`src/rtl/uart_tx_scheduler.sv`:
```
// Arbitrates ALU-result and register-file requests onto a single UART transmitter,
// presenting one byte at a time through the transmitter's data-valid/busy handshake.
module uart_tx_scheduler #(
   parameter int unsigned DW  = 8,
   parameter int unsigned TMO = 4
) (
   input  logic            CLK,
   input  logic            RST,
   input  logic            alu_req,
   input  logic [2*DW-1:0] alu_data,
   output logic            alu_ack,
   input  logic            rf_req,
   input  logic [DW-1:0]   rf_data,
   output logic            rf_ack,
   input  logic            tx_busy,
   output logic [DW-1:0]   tx_p_data,
   output logic            tx_d_vld,
   output logic            sched_busy,
   output logic            tmo_err
);

   localparam int unsigned SW = 2 * DW;
   localparam int unsigned TW = 4;
   localparam int unsigned BW = 2;

   localparam logic [2:0] S_IDLE    = 3'd0;
   localparam logic [2:0] S_LOAD    = 3'd1;
   localparam logic [2:0] S_PULSE   = 3'd2;
   localparam logic [2:0] S_WAIT_HI = 3'd3;
   localparam logic [2:0] S_WAIT_LO = 3'd4;

   logic [2:0]    r_state;
   logic [2:0]    w_state_nxt;
   logic          r_ptr_rf;
   logic          w_ptr_rf_nxt;
   logic [SW-1:0] r_shreg;
   logic [SW-1:0] w_shreg_nxt;
   logic [BW-1:0] r_bcnt;
   logic [BW-1:0] w_bcnt_nxt;
   logic [BW-1:0] w_bcnt_dec;
   logic [TW-1:0] r_tmo_cnt;
   logic [TW-1:0] w_tmo_cnt_nxt;
   logic [TW-1:0] w_tmo_inc;
   logic [DW-1:0] w_p_data_nxt;
   logic          w_alu_ack_nxt;
   logic          w_rf_ack_nxt;
   logic          w_tmo_err_nxt;
   logic          w_both_req;
   logic          w_grant_alu;
   logic          w_grant_rf;

   // Round-robin only matters when both sides ask at once; the pointer names the winner.
   always_comb begin
      w_grant_alu = 1'b0;
      w_grant_rf  = 1'b0;
      w_both_req  = alu_req & rf_req;
      if (r_state == S_IDLE) begin
         if (w_both_req) begin
            w_grant_alu = ~r_ptr_rf;
            w_grant_rf  = r_ptr_rf;
         end else begin
            w_grant_alu = alu_req;
            w_grant_rf  = rf_req;
         end
      end
   end

   // Next-state and next-output logic.
   always_comb begin
      w_state_nxt   = r_state;
      w_ptr_rf_nxt  = r_ptr_rf;
      w_shreg_nxt   = r_shreg;
      w_bcnt_nxt    = r_bcnt;
      w_tmo_cnt_nxt = r_tmo_cnt;
      w_p_data_nxt  = tx_p_data;
      w_tmo_err_nxt = tmo_err;
      w_alu_ack_nxt = 1'b0;
      w_rf_ack_nxt  = 1'b0;
      w_bcnt_dec    = r_bcnt - BW'(1);
      w_tmo_inc     = r_tmo_cnt + TW'(1);

      case (r_state)
         S_IDLE: begin
            if (w_grant_alu) begin
               w_shreg_nxt   = alu_data;
               w_bcnt_nxt    = BW'(2);
               w_alu_ack_nxt = 1'b1;
               w_state_nxt   = S_LOAD;
               if (w_both_req) w_ptr_rf_nxt = 1'b1;
            end else if (w_grant_rf) begin
               w_shreg_nxt   = SW'(rf_data);
               w_bcnt_nxt    = BW'(1);
               w_rf_ack_nxt  = 1'b1;
               w_state_nxt   = S_LOAD;
               if (w_both_req) w_ptr_rf_nxt = 1'b0;
            end
         end
         S_LOAD: begin
            w_p_data_nxt = r_shreg[DW-1:0];
            w_state_nxt  = S_PULSE;
         end
         S_PULSE: begin
            w_tmo_cnt_nxt = '0;
            w_state_nxt   = S_WAIT_HI;
         end
         S_WAIT_HI: begin
            if (tx_busy) begin
               w_state_nxt = S_WAIT_LO;
            end else begin
               w_tmo_cnt_nxt = w_tmo_inc;
               // Transmitter never acknowledged the byte: drop the rest of this request.
               if (w_tmo_inc == TW'(TMO)) begin
                  w_tmo_err_nxt = 1'b1;
                  w_bcnt_nxt    = '0;
                  w_state_nxt   = S_IDLE;
               end
            end
         end
         S_WAIT_LO: begin
            if (!tx_busy) begin
               w_shreg_nxt = r_shreg >> DW;
               w_bcnt_nxt  = w_bcnt_dec;
               w_state_nxt = (w_bcnt_dec == '0) ? S_IDLE : S_LOAD;
            end
         end
         default: begin
            w_state_nxt = S_IDLE;
         end
      endcase
   end

   // State and registered outputs; tx_d_vld/sched_busy follow the state being entered.
   always_ff @(posedge CLK or negedge RST) begin
      if (!RST) begin
         r_state    <= S_IDLE;
         r_ptr_rf   <= 1'b0;
         r_shreg    <= '0;
         r_bcnt     <= '0;
         r_tmo_cnt  <= '0;
         alu_ack    <= 1'b0;
         rf_ack     <= 1'b0;
         tx_p_data  <= '0;
         tx_d_vld   <= 1'b0;
         sched_busy <= 1'b0;
         tmo_err    <= 1'b0;
      end else begin
         r_state    <= w_state_nxt;
         r_ptr_rf   <= w_ptr_rf_nxt;
         r_shreg    <= w_shreg_nxt;
         r_bcnt     <= w_bcnt_nxt;
         r_tmo_cnt  <= w_tmo_cnt_nxt;
         alu_ack    <= w_alu_ack_nxt;
         rf_ack     <= w_rf_ack_nxt;
         tx_p_data  <= w_p_data_nxt;
         tx_d_vld   <= (w_state_nxt == S_PULSE);
         sched_busy <= (w_state_nxt != S_IDLE);
         tmo_err    <= w_tmo_err_nxt;
      end
   end

endmodule

```
`config.mk`:
```
export PLATFORM = sky130hd
export DESIGN_NAME = uart_tx_scheduler
export DESIGN_NICKNAME = d
export VERILOG_FILES = /design/src/rtl/uart_tx_scheduler.sv
export SDC_FILE = /design/constraint.sdc
export NUM_CORES = 1
export LEC_CHECK = 0
export ABC_AREA = 1
export CAP_MARGIN = 20
export CORE_MARGIN = 5
export CORE_UTILIZATION = 45
export CTS_BUF_LIST = sky130_fd_sc_hd__clkbuf_4
export CTS_CLUSTER_DIAMETER = 50
export DETAILED_ROUTE_END_ITERATION = 8
export PLACE_DENSITY = 0.72
export SYNTH_ARGS = -nofsm -noshare
export SYNTH_HDL_FRONTEND = slang
export SYNTH_SLANG_ARGS = --single-unit
```
`constraint.sdc`:
```
create_clock -name CLK -period 1.8 [get_ports CLK]
set_input_delay 0.36 -clock CLK [delete_from_list [all_inputs] [get_ports CLK]]
set_output_delay 0.36 -clock CLK [all_outputs]
set_load 0.01 [all_outputs]
```
==> run_summary.xml, run 1 <==
<?xml version="1.0" encoding="UTF-8"?>
<metrics>
  <group name="finish">
    <metric name="multi_input_gate_area" unit="sq um">779</metric>
    <metric name="n_antenna_cell" unit="">0</metric>
    <metric name="nets" unit="">340</metric>
    <metric name="fin_area" unit="sq um">2470</metric>
    <metric name="final-seq-area" unit="sq um">976</metric>
    <metric name="final_layout_size_suffix_gt1_share" unit="%">7.12</metric>
    <metric name="post_layout_nonfiller_instances" unit="">359</metric>
    <metric name="synthToLayoutAreaGrowth" unit="%">28.8</metric>
    <metric name="fillerInstances" unit="">372</metric>
  </group>
  <group name="setup_path">
    <metric name="worst_setup_path_end_kind" unit="">output pin</metric>
    <metric name="timing.critical_path.required" unit="ps">1440</metric>
    <metric name="critical-path-top-delay-family" unit="">buffers and inverters</metric>
    <metric name="worstReg2RegEnd" unit="">r_shreg[7]</metric>
    <metric name="worstReg2RegStart" unit="">r_state[0]</metric>
    <metric name="critical_path_peak_fanout" unit="">2</metric>
    <metric name="timing.critical_path.from_type" unit="">register</metric>
    <metric name="crit_chain" unit="">clkdlybuf4s50_1</metric>
    <metric name="worstPathArrival" unit="ps">1250</metric>
    <metric name="critical_path.n_buffers_inverters" unit="">1</metric>
    <metric name="critPathMaxStageDelay" unit="ps">530</metric>
    <metric name="reg2reg_depth" unit="">8</metric>
    <metric name="critical_path_class" unit="">reg -&gt; out</metric>
    <metric name="critical-path-slowest-cell" unit="">clkdlybuf4s50_1</metric>
    <metric name="timing.reg2reg.setup_slack" unit="ps">280</metric>
  </group>
  <group name="placement">
    <metric name="gp_congestion" unit="">0.783</metric>
    <metric name="place_hpwl" unit="microns">3020</metric>
    <metric name="port-buffer-count" unit="">41</metric>
    <metric name="postPlaceCellArea" unit="sq um">2410</metric>
    <metric name="placedCellCount" unit="">350</metric>
    <metric name="dpl_worst_slack" unit="ps">33.7</metric>
  </group>
  <group name="die">
    <metric name="pin_count" unit="">42</metric>
    <metric name="initial_utilization" unit="%">47.3</metric>
    <metric name="fp.dieW" unit="microns">75.3</metric>
    <metric name="fp.dieArea" unit="sq um">5670</metric>
    <metric name="floorplan.core_area" unit="sq um">4060</metric>
    <metric name="die_height" unit="microns">75.3</metric>
    <metric name="rows" unit="">23</metric>
  </group>
  <group name="clock_tree">
    <metric name="clkSinkCount" unit="">39</metric>
    <metric name="clockRootBuffer" unit="">clkbuf_4</metric>
    <metric name="clk_pin_slew_worst_paths" unit="ps">120</metric>
    <metric name="clock_insertion_delay_worst_skew" unit="ps">350</metric>
    <metric name="tritoncts_clock_tree" unit="">built</metric>
    <metric name="cts.htree.levels" unit="">2</metric>
    <metric name="post_cts_resize_count" unit="">0</metric>
    <metric name="cts.path.max_buffers" unit="">2</metric>
    <metric name="cts_inserted_buffers" unit="">5</metric>
    <metric name="postCtsSetupBuffers" unit="">0</metric>
  </group>
  <group name="synth">
    <metric name="count_of_state_elements_after_synthesis" unit="">39</metric>
    <metric name="synthesis.instances" unit="">257</metric>
    <metric name="synth_seq_area_share" unit="%">50.8</metric>
    <metric name="mappedNetlistNets" unit="">289</metric>
    <metric name="yosys_warnings" unit="">0</metric>
    <metric name="synth_enable_flop_cells" unit="">0</metric>
    <metric name="post-synth-top-area-cell" unit="">dfrtp_1</metric>
    <metric name="postSynth.topFlopCell" unit="">dfrtp_1</metric>
    <metric name="async_flop_share" unit="%">100</metric>
    <metric name="synth_area_leaders" unit="">dfrtp_1, nand2_1, inv_1</metric>
    <metric name="post_synth_num_cell_types" unit="">22</metric>
    <metric name="syn_avg_cell_area" unit="sq um">7.47</metric>
    <metric name="synth.top_cells.by_count" unit="">nand2_1, dfrtp_1, inv_1, nand3_1, nand4_1</metric>
    <metric name="netlist.area_leader.share" unit="%">50.8</metric>
    <metric name="netlist_area" unit="sq um">1920</metric>
    <metric name="synth_most_common_cell" unit="">nand2_1</metric>
  </group>
  <group name="timing">
    <metric name="maxSlewHeadroom" unit="%">70.3</metric>
    <metric name="fin_ws" unit="ps">185</metric>
    <metric name="worstMarginPinSlew" unit="ps">445</metric>
    <metric name="clock.fmax" unit="MHz">619</metric>
    <metric name="final_min_period_over_clock_period" unit="%">89.7</metric>
    <metric name="finalMaxSlewViolations" unit="">0</metric>
    <metric name="final_hold_viol_count" unit="">0</metric>
    <metric name="setup_viol" unit="">0</metric>
    <metric name="fin_worst_skew" unit="ps">12.7</metric>
    <metric name="setup_tns" unit="ps">0</metric>
    <metric name="rsz0062_at_grt" unit="">no</metric>
    <metric name="finalHoldWorstSlack" unit="ps">474</metric>
    <metric name="post-route-min-period" unit="ps">1610</metric>
  </group>
  <group name="routing">
    <metric name="drtAntennaViolNets" unit="">0</metric>
    <metric name="drt_drc_violations_left" unit="">0</metric>
    <metric name="detailroute.via_count" unit="">1651</metric>
    <metric name="routed_wl" unit="microns">3900</metric>
    <metric name="post_drt_wl_per_cell" unit="microns">10.9</metric>
    <metric name="dr.first_iter.drc_count" unit="">92</metric>
    <metric name="post_drt_via_cell_ratio" unit="">4.60</metric>
    <metric name="detailedRoute.firstPassIterationCount" unit="">4</metric>
  </group>
  <group name="global_routing">
    <metric name="global_router_s_overall_resource_usage" unit="%">15.7</metric>
    <metric name="number_of_antenna_violations_at_the_first_check_in_global_routing" unit="">0</metric>
    <metric name="globalRouteOverflowTotal" unit="">0</metric>
    <metric name="grt_start_max_net_pins" unit="">22</metric>
    <metric name="grt_first_pass_wirelength" unit="microns">6810</metric>
    <metric name="first_global_vias" unit="">1568</metric>
  </group>
  <group name="job">
    <metric name="maxCapViolCount" unit="">0</metric>
  </group>
  <group name="power_and_ir_drop">
    <metric name="power_per_cell_area" unit="nW/um^2">1390</metric>
    <metric name="vdd_ir_drop_max" unit="uV">629</metric>
    <metric name="leakagePower" unit="uW">0.00136</metric>
  </group>
  <group name="hold_path">
    <metric name="holdCritPathClass" unit="">in -&gt; async</metric>
  </group>
  <group name="run_status">
    <metric name="status" unit="">finished, final reports clean</metric>
  </group>
</metrics>
[worst max path at each step]
stage | from | endpoint | depth (start not counted)
6_report | tx_p_data[4] | tx_p_data[4] | 1
5_1_grt | tx_p_data[3] | tx_p_data[3] | 1
4_1_cts | tx_p_data[3] | tx_p_data[3] | 1
3_5_place_dp | rf_req | r_shreg[4] | 9
3_3_place_gp | rf_req | r_shreg[4] | 9
2_1_floorplan | r_state[0] | r_shreg[6] | 7
[registers in the layout, summed over array words and instances, names as in the netlist]
register	count
r_shreg	16
tx_p_data	8
r_tmo_cnt	4
r_state	3
r_bcnt	2
alu_ack	1
r_ptr_rf	1
rf_ack	1
sched_busy	1
tmo_err	1
tx_d_vld	1
[logic make-up after synthesis]
| kind of cell | after synthesis | synth area share [%] |
|---|---|---|
| DFF | 39 | 50.8 |
| and+or+nand+nor | 171 | 36.8 |
| AOI/OAI and AO/OA | 6 | 1.83 |
| buffers and inverters | 38 | 8.54 |
| adders and majority gates | 3 | 1.96 |
[power breakdown]
| part | internal [uW] | total [uW] | switching, uW | leakage, uW |
|---|---|---|---|---|
| combinational | 670 | 1550 | 884 | 0.000833 |
| sequential | 1230 | 1450 | 216 | 0.000494 |
| clock | 146 | 440 | 294 | 0.0000347 |
[cell usage in the layout (no fill, tap or decap), drive strengths merged, types with 5 or more instances in the layout]
master and instances:
clkbuf 5, nand2 139, nand4 5, nor2 6
buf 7, nand3 19, clkdlybuf4s50 40, inv 32
dfrtp 39, clkinv 5
[area by class of cell]
| type | instances | share of cell area [%] |
|---|---|---|
| multi-input combinational | 180 | 31.5 |
| tap | 50 | 2.53 |
| clock inverter | 3 | 0.607 |
| sequential | 39 | 39.5 |
| timing repair buffer | 48 | 19.1 |
| inverter | 34 | 5.21 |
| clock buffer | 5 | 1.52 |
[per-stage QoR]
stage | utilization, % | total power [uW]
after floorplan | - | 2450
after global placement | 59.4 | 3000
after detailed placement | 59.4 | 3030
after CTS | 60.9 | 3480
after global routing | 60.9 | 3800
final | 60.9 | 3440
[what timing repair did]
action	4_1_cts	5_1_grt
setup endpoints to repair	0	0
endpoints found under the hold margin	18	0
hold buffers	1	0
[routing by layer]
| layer | vias to the layer above | share of wire (%) | track usage [%] |
|---|---|---|---|
| li1 | 888 | - | - |
| met1 | 720 | 49 | 20.8 |
| met2 | 39 | 45 | 25.4 |
| met3 | 4 | 5.2 | 3.96 |
| met4 | 0 | 1.4 | 5.24 |
| met5 | - | 0 | 0 |
No activity file was read; power rests on OpenSTA's default activity.
==> run 2: changes to the inputs <==
SKIP_LAST_GASP = 1   (was not set)
==> results of run 2 <==
Final layout, timing and power as in run 1 (identical DEF).
